**config.mk**
```make
export PLATFORM = sky130hd
export DESIGN_NAME = life_seq_ctrl_4x4
export DESIGN_NICKNAME = d
export VERILOG_FILES = /design/src/rtl/life_seq_ctrl_4x4.sv
export SDC_FILE = /design/constraint.sdc
export NUM_CORES = 1
export LEC_CHECK = 0
export CAP_MARGIN = 20
export CORE_MARGIN = 2
export CORE_UTILIZATION = 56
export CTS_CLUSTER_SIZE = 16
export DETAILED_ROUTE_END_ITERATION = 6
export GPL_TIMING_DRIVEN = 0
export PLACE_DENSITY = 0.85
export RECOVER_POWER = 25
export REMOVE_ABC_BUFFERS = 1
export SETUP_SLACK_MARGIN = 0.5
export SYNTH_ARGS = -nofsm -noshare
export SYNTH_HDL_FRONTEND = slang
export SYNTH_SLANG_ARGS = --single-unit
```
**constraint.sdc**
```tcl
create_clock -name i_clk -period 5.06 [get_ports i_clk]
set_clock_uncertainty 0.1 [all_clocks]
set_input_delay 1.518 -clock i_clk [delete_from_list [all_inputs] [get_ports i_clk]]
set_output_delay 1.518 -clock i_clk [all_outputs]
set_load 0.03 [all_outputs]
```
**src/rtl/life_seq_ctrl_4x4.sv**
```systemverilog
// life_seq_ctrl_4x4: sequencer for the 4x4 life cell array.
// Loads a 16-bit seed one cell per cycle, then steps generations at a fixed
// rate until a generation limit, extinction, still life or user stop.
// Single scan shifts can be requested while idle.
//
// state  | meaning
// -------+-----------------------------------------------------------
// IDLE   | waiting for start (latch seed) or scan_req (one scan shift)
// LOAD   | writing seed cell idx (0..15), one write strobe per cycle
// WAIT   | inter-generation delay, timer counts PERIOD-1 down to 0
// STEP   | one-cycle run pulse, capture pre-step alive vector
// CHECK  | compare new generation against exit conditions
// DONE   | one-cycle done pulse, last busy cycle
module life_seq_ctrl_4x4 #(
    parameter int GEN_W  = 8,
    parameter int PERIOD = 4
) (
    input  logic             i_clk,
    input  logic             i_reset,
    input  logic             i_start,
    input  logic [15:0]      i_pattern,
    input  logic [GEN_W-1:0] i_gens,
    input  logic             i_stop,
    input  logic             i_scan_req,
    input  logic [15:0]      i_alive,
    output logic [1:0]       o_row,
    output logic [1:0]       o_col,
    output logic             o_val,
    output logic             o_write_enb,
    output logic             o_scan,
    output logic             o_run,
    output logic             o_busy,
    output logic             o_done,
    output logic [GEN_W-1:0] o_gen_count,
    output logic             o_extinct,
    output logic             o_still
);

    typedef enum logic [2:0] {
        S_IDLE  = 3'd0,
        S_LOAD  = 3'd1,
        S_WAIT  = 3'd2,
        S_STEP  = 3'd3,
        S_CHECK = 3'd4,
        S_DONE  = 3'd5
    } state_t;

    localparam logic [7:0] TIMER_LOAD = 8'(PERIOD - 1);

    state_t           r_state;
    state_t           w_state_nxt;
    logic [15:0]      r_pattern;
    logic [GEN_W-1:0] r_gens;
    logic [3:0]       r_idx;
    logic [7:0]       r_timer;
    logic [15:0]      r_alive_prev;

    logic             w_start_ok;
    logic             w_extinct_now;
    logic             w_still_now;
    logic             w_limit;
    logic [3:0]       w_load_idx;
    logic [15:0]      w_load_pat;

    logic [1:0]       w_row;
    logic [1:0]       w_col;
    logic             w_val;
    logic             w_write_enb;
    logic             w_scan;
    logic             w_run;
    logic             w_busy;
    logic             w_done;
    logic [GEN_W-1:0] w_gen_count;
    logic             w_extinct;
    logic             w_still;

    assign w_start_ok    = (r_state == S_IDLE) && i_start;
    assign w_extinct_now = (i_alive == 16'h0000);
    assign w_still_now   = (i_alive == r_alive_prev);
    assign w_limit       = (r_gens != '0) && (o_gen_count == r_gens);
    // Cell index and seed that the next LOAD cycle will present.
    assign w_load_idx    = (r_state == S_LOAD) ? (r_idx + 4'd1) : 4'd0;
    assign w_load_pat    = (r_state == S_IDLE) ? i_pattern : r_pattern;

    // State register plus sequencing datapath (seed latch, load index, timer, alive snapshot).
    always_ff @(posedge i_clk) begin
        if (i_reset) begin
            r_state      <= S_IDLE;
            r_pattern    <= '0;
            r_gens       <= '0;
            r_idx        <= '0;
            r_timer      <= '0;
            r_alive_prev <= '0;
        end else begin
            r_state <= w_state_nxt;
            if (w_start_ok) begin
                r_pattern <= i_pattern;
                r_gens    <= i_gens;
            end
            if (w_state_nxt == S_LOAD) begin
                r_idx <= w_load_idx;
            end
            if ((w_state_nxt == S_WAIT) && (r_state != S_WAIT)) begin
                r_timer <= TIMER_LOAD;
            end else if (r_state == S_WAIT) begin
                r_timer <= r_timer - 8'd1;
            end
            if (r_state == S_STEP) begin
                r_alive_prev <= i_alive;
            end
        end
    end

    // Next-state decode; stop wins over timer expiry in WAIT and is ignored in LOAD.
    always_comb begin
        w_state_nxt = r_state;
        case (r_state)
            S_IDLE:  if (i_start) w_state_nxt = S_LOAD;
            S_LOAD:  if (r_idx == 4'd15) w_state_nxt = S_WAIT;
            S_WAIT: begin
                if (i_stop)                w_state_nxt = S_DONE;
                else if (r_timer == 8'd0)  w_state_nxt = S_STEP;
            end
            S_STEP:  w_state_nxt = S_CHECK;
            S_CHECK: begin
                if (w_extinct_now || w_still_now || w_limit || i_stop) w_state_nxt = S_DONE;
                else                                                   w_state_nxt = S_WAIT;
            end
            S_DONE:  w_state_nxt = S_IDLE;
            default: w_state_nxt = S_IDLE;
        endcase
    end

    // Output decode from the upcoming state so the registered outputs line up with it.
    always_comb begin
        w_write_enb = (w_state_nxt == S_LOAD);
        w_row       = w_write_enb ? w_load_idx[1:0] : o_row;
        w_col       = w_write_enb ? w_load_idx[3:2] : o_col;
        w_val       = w_write_enb ? w_load_pat[w_load_idx] : o_val;
        w_scan      = (r_state == S_IDLE) && !i_start && i_scan_req;
        w_run       = (w_state_nxt == S_STEP);
        w_busy      = (w_state_nxt != S_IDLE);
        w_done      = (w_state_nxt == S_DONE);
        w_gen_count = o_gen_count;
        w_extinct   = o_extinct;
        w_still     = o_still;
        if (w_start_ok) begin
            w_gen_count = '0;
            w_extinct   = 1'b0;
            w_still     = 1'b0;
        end else if (r_state == S_STEP) begin
            w_gen_count = o_gen_count + GEN_W'(1);
        end else if (r_state == S_CHECK) begin
            if (w_extinct_now) w_extinct = 1'b1;
            if (w_still_now)   w_still   = 1'b1;
        end
    end

    // Output registers.
    always_ff @(posedge i_clk) begin
        if (i_reset) begin
            o_row       <= '0;
            o_col       <= '0;
            o_val       <= 1'b0;
            o_write_enb <= 1'b0;
            o_scan      <= 1'b0;
            o_run       <= 1'b0;
            o_busy      <= 1'b0;
            o_done      <= 1'b0;
            o_gen_count <= '0;
            o_extinct   <= 1'b0;
            o_still     <= 1'b0;
        end else begin
            o_row       <= w_row;
            o_col       <= w_col;
            o_val       <= w_val;
            o_write_enb <= w_write_enb;
            o_scan      <= w_scan;
            o_run       <= w_run;
            o_busy      <= w_busy;
            o_done      <= w_done;
            o_gen_count <= w_gen_count;
            o_extinct   <= w_extinct;
            o_still     <= w_still;
        end
    end

endmodule

```
Word-level counts from Yosys, hierarchy flattened
Index checks and enable logic that the tools add are counted.
Operators by class
  multiply operators: 0
  order comparisons: 1
  bitwise logic cells: 1
  equal/unequal tests: 12
  add/subtract/negate cells: 3
  mux-type cells: 12
  shift operators: 0
  reductions and logical operators: 19
  divide/modulo/power cells: 0
Operators with widths (count)
  $eq 16x16->1: 1
  $logic_not 16->1: 1
  $mux 16: 1
  $mux 3: 5
  $pmux 3 s5: 1
  $eq 3x2->1 const B: 4
  $add 8x1->8 const B: 1
  $eq 8x8->1: 1
  $logic_not 8->1: 1
  $reduce_bool 8->1: 1
  $sub 8x1->8 const B: 1
  $eq 3x1->1 const B: 2
  $eq 3x3->1 const B: 2
  $reduce_and 3->1: 2
  $logic_and 1x1->1: 5
  $lt 4x5->1 const B: 1
  $add 4x1->4 const B: 1
  $bmux 1 s4: 1
  $eq 4x4->1 const B: 1
  $mux 2: 2
  $mux 4: 1
  $reduce_or 2->1: 2
  $logic_not 3->1: 1
  $logic_or 1x1->1: 3
  6 further kinds: 6
Word-level totals
  bits in read-only memories: 0
  bits in latches: 0
  memories kept: 0
  word-level logic and storage cells: 66
  output and inout bits: 20
  register bits: 75
  bits of input ports: 45
  bits in writable memories: 0

Logic depth before layout (Yosys ltp)
Gate-level depths: netlist (run 1).
  depth after elaboration: 9
  mapped depth: 6

Worst setup path before layout (run 1)
No wires, ideal clock.
  path type: input to register
  from: input i_alive[7]
  to: register r_timer[0]
  stages on the path: 6
  arrival: 2705 ps
  slack: 2113 ps
  buffers on the path: 1
  library setup time: 142 ps
  path through: nor4_1 -> a41oi_1 -> a22o_1 -> buf_2 -> o31ai_1 -> a31oi_1
On the way
  cells in the longest elaborated chain, start to end: 9
  elaborated cells between the ends (all ways): 11
  those cells by class: 2 x eq/ne; 3 x mux; 6 x reduce/logical
Ends and longest elaborated chain
  start, declared: RTL line 25  | input logic [15:0] i_alive,
  $eq 16x16->1 or $logic_not 16->1 (tied branches): RTL line 79, 78
  $logic_or 1x1->1 * (3 in series): RTL line 126  | if (w_extinct_now || w_still_now || w_limit || i_stop) w_state_nxt = S_DONE;
  $mux 3 *: RTL line 126
  $pmux 3 s5 *: RTL line 117  | case (r_state)
  $eq 3x2->1 *: RTL line 103  | if ((w_state_nxt == S_WAIT) && (r_state != S_WAIT)) begin
  $logic_and 1x1->1 *: RTL line 103
  $mux 2 or $reduce_bool 2->1 (tied branches)
  end signal, assigned: RTL line 106  | r_timer <= r_timer - 8'd1;
  end, declared: RTL line 55  | logic [7:0] r_timer;
Mark *: on every way between the ends. The rest lies on a longest branch, timed or not.
A chain may end at the register's enable or synchronous reset.

Final worst setup path (run 1)
  from: input i_alive[11]
  to: register r_timer[0]
The elaborated chain is that of the path after synthesis.

==> results of run 1 <==
area by class of cell:
class / count / share of cell area, %
Clock buffer: 11 / 3.53
Timing Repair Buffer: 66 / 15.7
Clock inverter: 5 / 1.87
Sequential cell: 71 / 33.1
Multi-Input combinational cell: 309 / 42.8
Inverter: 9 / 0.787
Tap cell: 75 / 2.19
synth_stat cells (2+ instances only):
| library cell | count | area share (%) |
|---|---|---|
| nor2_1 | 33 | 3.7 |
| nor3_1 | 5 | 0.74 |
| nand2_1 | 94 | 10 |
| clkbuf_1 | 12 | 1.3 |
| nand2b_1 | 2 | 0.37 |
| nand3_1 | 7 | 1.0 |
| nor4_1 | 11 | 2.0 |
| o21bai_1 | 2 | 0.45 |
| nor3b_4 | 2 | 1.1 |
| and3_1 | 3 | 0.56 |
| nand4_1 | 6 | 1.1 |
| o211ai_1 | 2 | 0.45 |
| o221ai_1 | 4 | 1.0 |
| o221a_2 | 3 | 1.0 |
| xnor2_1 | 7 | 1.8 |
| o21ai_0 | 3 | 0.45 |
| mux2i_1 | 4 | 1.2 |
| ha_1 | 4 | 1.5 |
| dfxtp_1 | 71 | 42 |
| a31oi_1 | 3 | 0.56 |
| o211a_1 | 4 | 1.2 |
| o21a_1 | 3 | 0.67 |
| a21oi_1 | 49 | 7.3 |
| xor2_1 | 30 | 7.8 |
| buf_2 | 5 | 0.74 |
| a211oi_1 | 6 | 1.3 |
| inv_1 | 8 | 0.89 |
stage by stage:
| stage | setup WS [ns] | power [mW] | utilization [%] | TNS (ns) | hold WS (ns) |
|---|---|---|---|---|---|
| 4_1_cts | 1.61 | 1.26 | 73.0 | 0 | 0.358 |
| 6_report | 1.49 | 1.25 | 72.9 | 0 | 0.356 |
| 5_1_grt | 1.40 | 1.30 | 72.9 | 0 | 0.374 |
| 3_3_place_gp | -0.128 | 0.736 | 68.5 | -0.263 | 0.340 |
| 3_5_place_dp | 1.26 | 0.743 | 69.0 | 0 | 0.346 |
| 2_1_floorplan | 1.98 | 0.668 | - | 0 | 0.327 |
placed cells by master, fill, tap and decap left out, types with 4 or more instances in the layout:
| cell type | count |
|---|---|
| xor2_1 | 30 |
| nor2_1 | 33 |
| inv_1 | 8 |
| o221ai_1 | 4 |
| clkbuf_8 | 11 |
| ha_1 | 4 |
| clkdlybuf4s50_1 | 59 |
| dfxtp_1 | 71 |
| nor4_1 | 11 |
| nand2_1 | 94 |
| nand4_1 | 6 |
| nor3_1 | 5 |
| a211oi_1 | 6 |
| xnor2_1 | 7 |
| nand3_1 | 7 |
| mux2i_1 | 4 |
| o211a_1 | 4 |
| dlygate4sd3_1 | 4 |
| a21oi_1 | 49 |
power groups by stage:
stage / Clock, mW / Sequential [mW] / Combinational [mW]
finish: 0.519 / 0.590 / 0.142
global route: 0.550 / 0.591 / 0.155
CTS: 0.525 / 0.589 / 0.142
detailed placement: 0 / 0.602 / 0.140
floorplan: 0 / 0.605 / 0.0627
global placement: 0 / 0.601 / 0.135
per-layer routing:
metal  vias to the layer above  wire (µm)  GRT usage, %
met2                        76       3940          42.5
li1                       1537          -             -
met4                         0         93          10.0
met1                      1428       3480          30.1
met5                         -          0             0
met3                        10        402          5.05
tightest hold or removal path, delay by kind of cell (launching register included):
family | cells | cell delay, ns
compound gates | 1 | 0.05
simple gates | 1 | 0.05
flops | 1 | 0.31
state kept, by name, summed over array words and instances, names as in the netlist:
name,cells
o_done,1
o_still,1
o_write_enb,1
r_alive_prev,16
o_run,1
r_state,3
r_pattern,16
r_timer,8
r_gens,8
r_idx,4
o_scan,1
o_gen_count,8
o_extinct,1
o_val,1
o_busy,1
logic make-up after synthesis:
kind of cell | synth area share [%]
buffers and inverters | 3.30
multiplexers | 1.52
adder cells (fa/ha/maj) | 1.48
XOR/XNOR | 9.61
AO/OA/AOI/OAI | 17.6
flip-flops | 42.2
AND/OR/NAND/NOR | 24.3
worst paths after layout:
| kind | endpoint | startpoint | slack (ns) | cells past startpoint |
|---|---|---|---|---|
| max | r_timer[0] | i_alive[11] | 1.49 | 6 |
| max reg2reg | r_timer[2] | r_state[2] | 2.54 | 5 |
| min | r_pattern[0] | r_pattern[0] | 0.36 | 2 |
| min reg2reg | r_pattern[0] | r_pattern[0] | 0.36 | 2 |
==> metrics, run 1 <==
Top Ports=65; TritonRoute pass-1 iters=4; first-pass GRT wire length=12700 µm; Die W=81.6 µm; drt wl/cell=14.5 µm; Leakage=1.63 nW; hold buffer count at cts=0; Max stage delay on crit path=0.59 ns; P_int=0.948 mW; via/cell ratio=5.59; crit path buf inv count=1; Max H-tree Level=3; clk sinks=71; Pins Over Slew Limit=0; Avg Cell Area, Syn=8.28 µm²; Finished Layout Cells=546; RSZ-0062 raised after global routing=no; critical path, cell by cell=dlygate4sd3_1 -> nor4_1 -> a41oi_1 -> a22o_1 -> o31ai_1 -> a31oi_1; Worst-path clk slew=0.08 ns; Most used DFF post-synth=dfxtp_1; via count=3051; total track usage=24.7%; sequential area share after synthesis=42.2%; Post-Place Cells=530; post-route clock period utilization=70.5%; VDD IR-drop max=0.196 mV; Tmin final=3.57 ns; NumNets Final=515; Post-synth EDFFs=0; DPL Wire Length=5520 µm; Sw Pwr=0.303 mW; CP Max Fanout=10; post-synth cell types=51; CP endpoint kind=flop; DRC viols=0; pwr dens=291 nW/µm²; Detailed Route WL=7920 µm; Antenna Nets Post-Route=0; CP Class=primary input to flop; fill count=471; Initial Util=57.3%; FMAX=0.280 GHz; Slew HR=16.3%; sw frac=24.2%; GPL Wtd Cong=0.843; clock buffer depth=2; post-CTS sizing=0; clock group share of total power=41.5%; Final Hold Fails=0; critical path arrival=3.67 ns; vias in the first global route=2833; sequential power share=47.2%; ys async rst share=0%; Final setup viols=0; outcome=completed; share of cells above drive strength 1=6.79%; Initial DRC Count=199; area of the multi-input gates=1840 µm²; Max-Cap Viols=0; CP max stage cell=dlygate4sd3_1; cell area after layout=4290 µm²; hold crit path type=flop to flop; port buffer count=64; logic gate share of total power=11.3%; Post CTS Setup Buffer Count=0; Core ar.=5890 µm²; placed instance area=4060 µm²; Slew @ Worst Pin=1.26 ns; Die Height=81.6 µm; TritonCTS buffer count=9; register bit count reported by yosys=71; initial antenna violation count=0; Rows=28; Mapped Cells=407; Top Family by Delay on Critical Path=compound AO/OA/AOI/OAI gates; synth warn=0; insertion delay to the later sink of the worst-skew pair=0.35 ns; largest net degree at the start of global routing=34; TritonCTS clock tree=done; Synth-to-Final Area Change=27.3%; # diodes=0; Worst Path Required=5.16 ns; Die ar.=6660 µm²; startpoint types=primary input; sequential cell area=1420 µm²; Post-Syn Area=3370 µm²; clk root buf=clkbuf_8; global route overflow=0
Power figures use the tool's default switching activity.
==> run 2, diff against run 1 <==
--- a/config.mk
+++ b/config.mk
@@ -7,11 +7,11 @@
 export LEC_CHECK = 0
 export CAP_MARGIN = 20
 export CORE_MARGIN = 2
-export CORE_UTILIZATION = 56
+export CORE_UTILIZATION = 52
 export CTS_CLUSTER_SIZE = 16
 export DETAILED_ROUTE_END_ITERATION = 6
 export GPL_TIMING_DRIVEN = 0
-export PLACE_DENSITY = 0.85
+export PLACE_DENSITY = 0.8
 export RECOVER_POWER = 25
 export REMOVE_ABC_BUFFERS = 1
 export SETUP_SLACK_MARGIN = 0.5
==> constraint.sdc (replaced) <==
create_clock -name i_clk -period 3.3 [get_ports i_clk]
set_clock_uncertainty 0.1 [all_clocks]
set_input_delay 0.99 -clock i_clk [delete_from_list [all_inputs] [get_ports i_clk]]
set_output_delay 0.99 -clock i_clk [all_outputs]
set_load 0.03 [all_outputs]
==> run 2 against run 1 <==
  * Core utilization fell by 4.4 points
  * Routed wire length increased by 3.0%
  * Final cell count up 0.37%
  * Clock power increased by 45%
  * Die area grew 7.3%
  * Count of clock-buffer cells in the layout decreased by 2
  * Non-clock buffer count unchanged
  * Via count increased by 1.1%
  * Critical endpoint is now o_extinct
==> metrics, run 2 (synthesis gave the netlist of run 1 again) <==
DRC viols=0 (unchanged); most common cell after layout, fill and taps aside=nand2_1; Die ar.=7140 µm² (+7.3%); Tmin final=2.89 ns; reg2reg end=r_timer[2]; Worst Hold Slack=0.356 ns (-0.00000200 ns); largest net degree at the start of global routing=33 (-2.9%); Die W=84.5 µm (+3.6%); total power=1.88 mW (+50%); hold buffer count at cts=0 (unchanged); Rows=29 (+3.6%); Max-Cap Viols=0 (unchanged); Critical path origin=i_reset; Post CTS Setup Buffer Count=0 (unchanged); crit path buf inv count=3 (+2); CP Max Fanout=32 (+22); TritonCTS buffer count=9 (unchanged); fill count=541 (+15%); hold crit path type=flop to flop; NumNets Final=515 (unchanged); initial antenna violation count=0 (unchanged); cell area after layout=4330 µm² (+0.76%); critical path arrival=3.04 ns (-0.63 ns); Die Height=84.5 µm (+3.6%); area of the multi-input gates=1900 µm² (+3.1%); Final setup viols=0 (unchanged); startpoint types=primary input; Core ar.=6310 µm² (+7.3%); r2r setup slk=0.84 ns (-1.70 ns); RSZ-0062 raised after global routing=yes; via count=3084 (+1.1%); TritonRoute pass-1 iters=4 (unchanged); insertion delay to the later sink of the worst-skew pair=0.35 ns (about the same); clock buffer depth=2 (unchanged); Worst-path clk slew=0.07 ns (about the same); Pins Over Slew Limit=0 (unchanged); CP Class=primary input to flop; most frequent cells in the layout=nand2_1, dfxtp_1, clkdlybuf4s50_1, a21oi_1, nor2_1; sequential cell area=1420 µm² (about the same); # diodes=0 (unchanged); vias in the first global route=2881 (+1.7%); clk sinks=71 (unchanged); hold path startpoint=r_pattern[6]; VDD IR-drop max=0.268 mV (+37%); CP max stage cell=clkbuf_1; post-route clock period utilization=87.7%; Top Family by Delay on Critical Path=buffers and inverters; GPL Wtd Cong=0.792 (-6.1%); pwr dens=434 nW/µm² (+49%); DPL Wire Length=5470 µm (-0.83%); Top Ports=65 (unchanged); Max H-tree Level=3 (unchanged); clk root buf=clkbuf_8; outcome=completed; total track usage=23.1% (-1.6 points); critical path, cell by cell=clkbuf_1 -> buf_12 -> clkinv_1 -> nand2_1 -> o21ba_2; crit path capture=o_extinct; Initial DRC Count=162 (-19%); Worst R2R Start=r_state[2]; Leakage=1.63 nW (about the same); Antenna Nets Post-Route=0 (unchanged); first-pass GRT wire length=13400 µm (+5.4%); worst r2r path cells=5 (unchanged); Max stage delay on crit path=0.87 ns (+0.28 ns); placed instance area=4060 µm² (-0.12%); global route overflow=0 (unchanged); FMAX=0.346 GHz; setup slack after layout=0.406 ns (-1.08 ns); Initial Util=53.4% (-3.9 points); Final Hold Fails=0 (unchanged); biggest regs=r_alive_prev: 16 flops, r_pattern: 16 flops; Setup WS pre-CTS=0.0283 ns (-1.23 ns); critical path depth=5 (-1); drt wl/cell=14.9 µm (+2.6%); port buffer count=64 (unchanged); Slew @ Worst Pin=1.22 ns (-0.0308 ns); Worst Path Required=3.45 ns (-1.71 ns); Detailed Route WL=8150 µm (+3.0%); Slew HR=18.4% (+2.1 points); CP endpoint kind=flop; TritonCTS clock tree=done; Synth-to-Final Area Change=28.3%; via/cell ratio=5.63 (+0.71%); share of cells above drive strength 1=8.92% (+2.1 points)
[run 2: cell types whose count changed in the layout (fill, tap and decap cells not counted), sizes merged]
cell / previous run / this run
dlygate4sd3: 4 / 0
clkinvlp: 2 / 1
clkdlybuf4s50: 59 / 63
clkinv: 2 / 5
clkbuf: 12 / 10
[run 2: what timing repair did]
action | 4_1_cts | 5_1_grt
endpoints found under the setup margin | 5 | 11
endpoints found under the hold margin | 0 | 0
resized for setup | 5 | 7
[run 2: report_power, final]
part	internal, mW	leakage (nW)	total, mW	switching [mW]
sequential	0.881	0.577	0.904	0.0230
clock	0.420	0.109	0.751	0.331
combinational	0.108	0.947	0.223	0.116
[run 2: per-stage QoR]
step	instances	setup TNS, ns	utilization [%]
6_report	548	0	68.5
5_1_grt	548	0	68.5
4_1_cts	548	0	68.0
3_5_place_dp	532	0	64.3
3_3_place_gp	530	-21.30	63.9
2_1_floorplan	389	0	-
[run 2: worst min-delay path: stages (launching register included)]
cell and delay (ns):
dfxtp_1 0.31, nand2_1 0.05, a21oi_1 0.05
[run 2: how the worst min path moves through the flow]
stage | slack [ns] | to | cells after the start
finish | 0.36 | r_pattern[6] | 2
detailed placement | 0.34 | r_pattern[6] | 2
floorplan | 0.33 | r_pattern[6] | 2
global placement | 0.34 | r_pattern[4] | 2
global route | 0.38 | r_pattern[11] | 2
CTS | 0.36 | r_pattern[4] | 2
[run 2: routing by layer]
| layer | GRT usage (%) | routed length, µm | vias to the layer above |
|---|---|---|---|
| met5 | 0 | 0 | - |
| met4 | 9.52 | 97 | 0 |
| met3 | 4.33 | 420 | 9 |
| met2 | 37.4 | 4060 | 98 |
| met1 | 30.2 | 3570 | 1448 |
| li1 | - | - | 1529 |
[run 2: final cells by class]
class	instances	share of cell area [%]
clock buffers	9	2.86
clock inverters	7	2.02
inverters	9	0.781
multi-input cells	309	43.8
flip-flops and latches	71	32.9
well taps	77	2.23
repair buffers	66	15.4
==> run 3, diff against run 2 <==
--- a/config.mk
+++ b/config.mk
@@ -6,15 +6,18 @@
 export NUM_CORES = 1
 export LEC_CHECK = 0
 export CAP_MARGIN = 20
+export CELL_PAD_IN_SITES_DETAIL_PLACEMENT = 1
+export CELL_PAD_IN_SITES_GLOBAL_PLACEMENT = 2
 export CORE_MARGIN = 2
-export CORE_UTILIZATION = 52
+export CORE_UTILIZATION = 30
 export CTS_CLUSTER_SIZE = 16
 export DETAILED_ROUTE_END_ITERATION = 6
 export GPL_TIMING_DRIVEN = 0
-export PLACE_DENSITY = 0.8
+export PLACE_DENSITY_LB_ADDON = 0.1
 export RECOVER_POWER = 25
 export REMOVE_ABC_BUFFERS = 1
 export SETUP_SLACK_MARGIN = 0.5
+export SLEW_MARGIN = 5
 export SYNTH_ARGS = -nofsm -noshare
 export SYNTH_HDL_FRONTEND = slang
 export SYNTH_SLANG_ARGS = --single-unit
==> run 3 against run 2 <==
  * Via count fell by 1.9%
  * Power decreased by 5.9%
  * Register-to-register slack lost 0.03 ns
  * Global-route usage decreased by 6.7 points
  * Flip-flop and latch count is the same
  * Worst setup slack better by 0.074 ns
  * Worst hold slack better by 0.0026 ns
  * Combinational power rose by 4%
  * Die area grew 69%
  * Cell area grew 1.6%
  * Routed wire length increased by 15%
  * Critical path type unchanged
==> metrics, run 3 (synthesis gave the netlist of run 1 again) <==
worst r2r path cells=5 (unchanged); Worst Path Required=3.44 ns (about the same); DRC viols=0 (unchanged); CP Class=primary input to flop; Initial DRC Count=98 (-40%); Worst Hold Slack=0.359 ns (+0.00255 ns); vias in the first global route=2965 (+2.9%); TritonRoute pass-1 iters=4 (unchanged); drt wl/cell=15.3 µm (+3.0%); RSZ-0062 raised after global routing=no; most common cell after layout, fill and taps aside=nand2_1; Leakage=1.60 nW (-1.7%); biggest regs=r_alive_prev: 16 flops, r_pattern: 16 flops; Tmin final=2.82 ns (-0.0744 ns); via/cell ratio=4.95 (-12%); Critical path origin=i_start; clock buffer depth=2 (unchanged); Detailed Route WL=9360 µm (+15%); outcome=completed; total power=1.77 mW (-5.9%); crit path buf inv count=1 (-2); critical path, cell by cell=clkdlybuf4s50_1 -> nor4b_4 -> a21oi_1 -> o21ai_0 -> o21bai_1 -> o2111a_1; Slew @ Worst Pin=0.953 ns (-0.271 ns); Die Height=110 µm (+30%); GPL Wtd Cong=0.700 (-12%); Initial Util=31.0% (-22 points); TritonCTS clock tree=done; first-pass GRT wire length=15300 µm (+14%); crit path capture=o_run; global route overflow=0 (unchanged); Core ar.=10900 µm² (+72%); VDD IR-drop max=0.167 mV (-38%); Max stage delay on crit path=0.59 ns (-0.28 ns); Slew HR=36.4% (+18 points); critical path arrival=2.96 ns (-0.08 ns); reg2reg end=r_timer[2]; Synth-to-Final Area Change=30.3%; startpoint types=primary input; clk root buf=clkbuf_8; NumNets Final=516 (+0.19%); most frequent cells in the layout=nand2_1, dfxtp_1, clkdlybuf4s50_1, a21oi_1, nor2_1; Die W=110 µm (+30%); port buffer count=64 (unchanged); clk sinks=71 (unchanged); Max H-tree Level=3 (unchanged); CP Max Fanout=9 (-72%); largest net degree at the start of global routing=40 (+21%); Rows=38 (+31%); Final Hold Fails=0 (unchanged); Top Family by Delay on Critical Path=compound AO/OA/AOI/OAI gates; via count=3024 (-1.9%); Final setup viols=0 (unchanged); hold crit path type=flop to flop; total track usage=16.4% (-6.7 points); CP max stage cell=a21oi_1; r2r setup slk=0.81 ns (-0.03 ns); DPL Wire Length=6700 µm (+23%); insertion delay to the later sink of the worst-skew pair=0.35 ns (about the same); FMAX=0.355 GHz (+2.6%); initial antenna violation count=0 (unchanged); Antenna Nets Post-Route=0 (unchanged); Final Util=40.4% (-28 points); Top Ports=65 (unchanged); post-route clock period utilization=85.4% (-2.3 points); Worst R2R Start=r_state[2]; Pins Over Slew Limit=0 (unchanged); # diodes=0 (unchanged); Max-Cap Viols=0 (unchanged); CP endpoint kind=flop; Die ar.=12100 µm² (+69%); TritonCTS buffer count=9 (unchanged); share of cells above drive strength 1=8.92% (unchanged); critical path depth=6 (+1); Worst-path clk slew=0.08 ns (about the same); pwr dens=402 nW/µm² (-7.4%)
[run 3: changes by cell type in the layout (fill, tap and decap cells not counted)]
cell        delta
a41oi_2        +1
clkbuf_8       +1
clkbuf_1       +1
nor4_4         +2
clkinv_2       -3
clkinvlp_4     +3
a41oi_1        -1
bufinv_16      -2
nor4_2         -2
[run 3: metrics by stage]
| stage | area, µm² | cells | setup TNS [ns] | worst slack (ns) |
|---|---|---|---|---|
| floorplan | 3290 | 389 | 0 | 0.748 |
| global placement | 4110 | 593 | -33.86 | -1.74 |
| detailed placement | 4140 | 595 | -0.222 | -0.0890 |
| CTS | 4350 | 611 | 0 | 0.504 |
| global route | 4390 | 611 | 0 | 0.278 |
| finish | 4390 | 611 | 0 | 0.481 |
[run 3: layer usage]
layer	part of all wire [%]	track usage, %	wire length [µm]	vias up
met4	0.72	3.80	67	0
met1	49	21.7	4550	1435
met2	46	26.3	4330	53
met5	0	0	0	-
met3	4.4	4.59	411	6
li1	-	-	-	1530
[run 3: layout make-up]
| class | count | area [µm²] |
|---|---|---|
| fill | 1298 | 6490 |
| multi-input combinational | 309 | 1920 |
| sequential | 71 | 1420 |
| timing repair buffer | 67 | 669 |
| tap | 140 | 175 |
| clock buffer | 10 | 138 |
| clock inverter | 5 | 35.0 |
| inverter | 9 | 33.8 |
[run 3: worst min path at each step]
stage | from | end | slack [ns] | cells after the start
final | r_pattern[4] | r_pattern[4] | 0.36 | 2
after global placement | r_pattern[4] | r_pattern[4] | 0.34 | 2
after CTS | r_pattern[8] | r_pattern[8] | 0.36 | 2
after floorplan | r_pattern[6] | r_pattern[6] | 0.33 | 2
after detailed placement | r_pattern[8] | r_pattern[8] | 0.35 | 2
after global routing | r_alive_prev[8] | r_alive_prev[8] | 0.38 | 2
[run 3: tightest hold or removal path: cells and delay by family (launching register included)]
family / cells / cell delay [ns]
flops: 1 / 0.31
compound gates: 1 / 0.05
simple gates: 1 / 0.05
[run 3: what timing repair did]
item / 4_1_cts / 5_1_grt
endpoints found under the setup margin: 13 / 9
resized for setup: 8 / 7
hold buffers: 0 / 0
setup buffers: 1 / 0
[run 3: where the power goes]
part,internal [mW],switching (mW),total [mW]
Combinational,0.109,0.122,0.231
Clock,0.288,0.346,0.634
Sequential,0.881,0.0225,0.903
Total,1.28,0.490,1.77
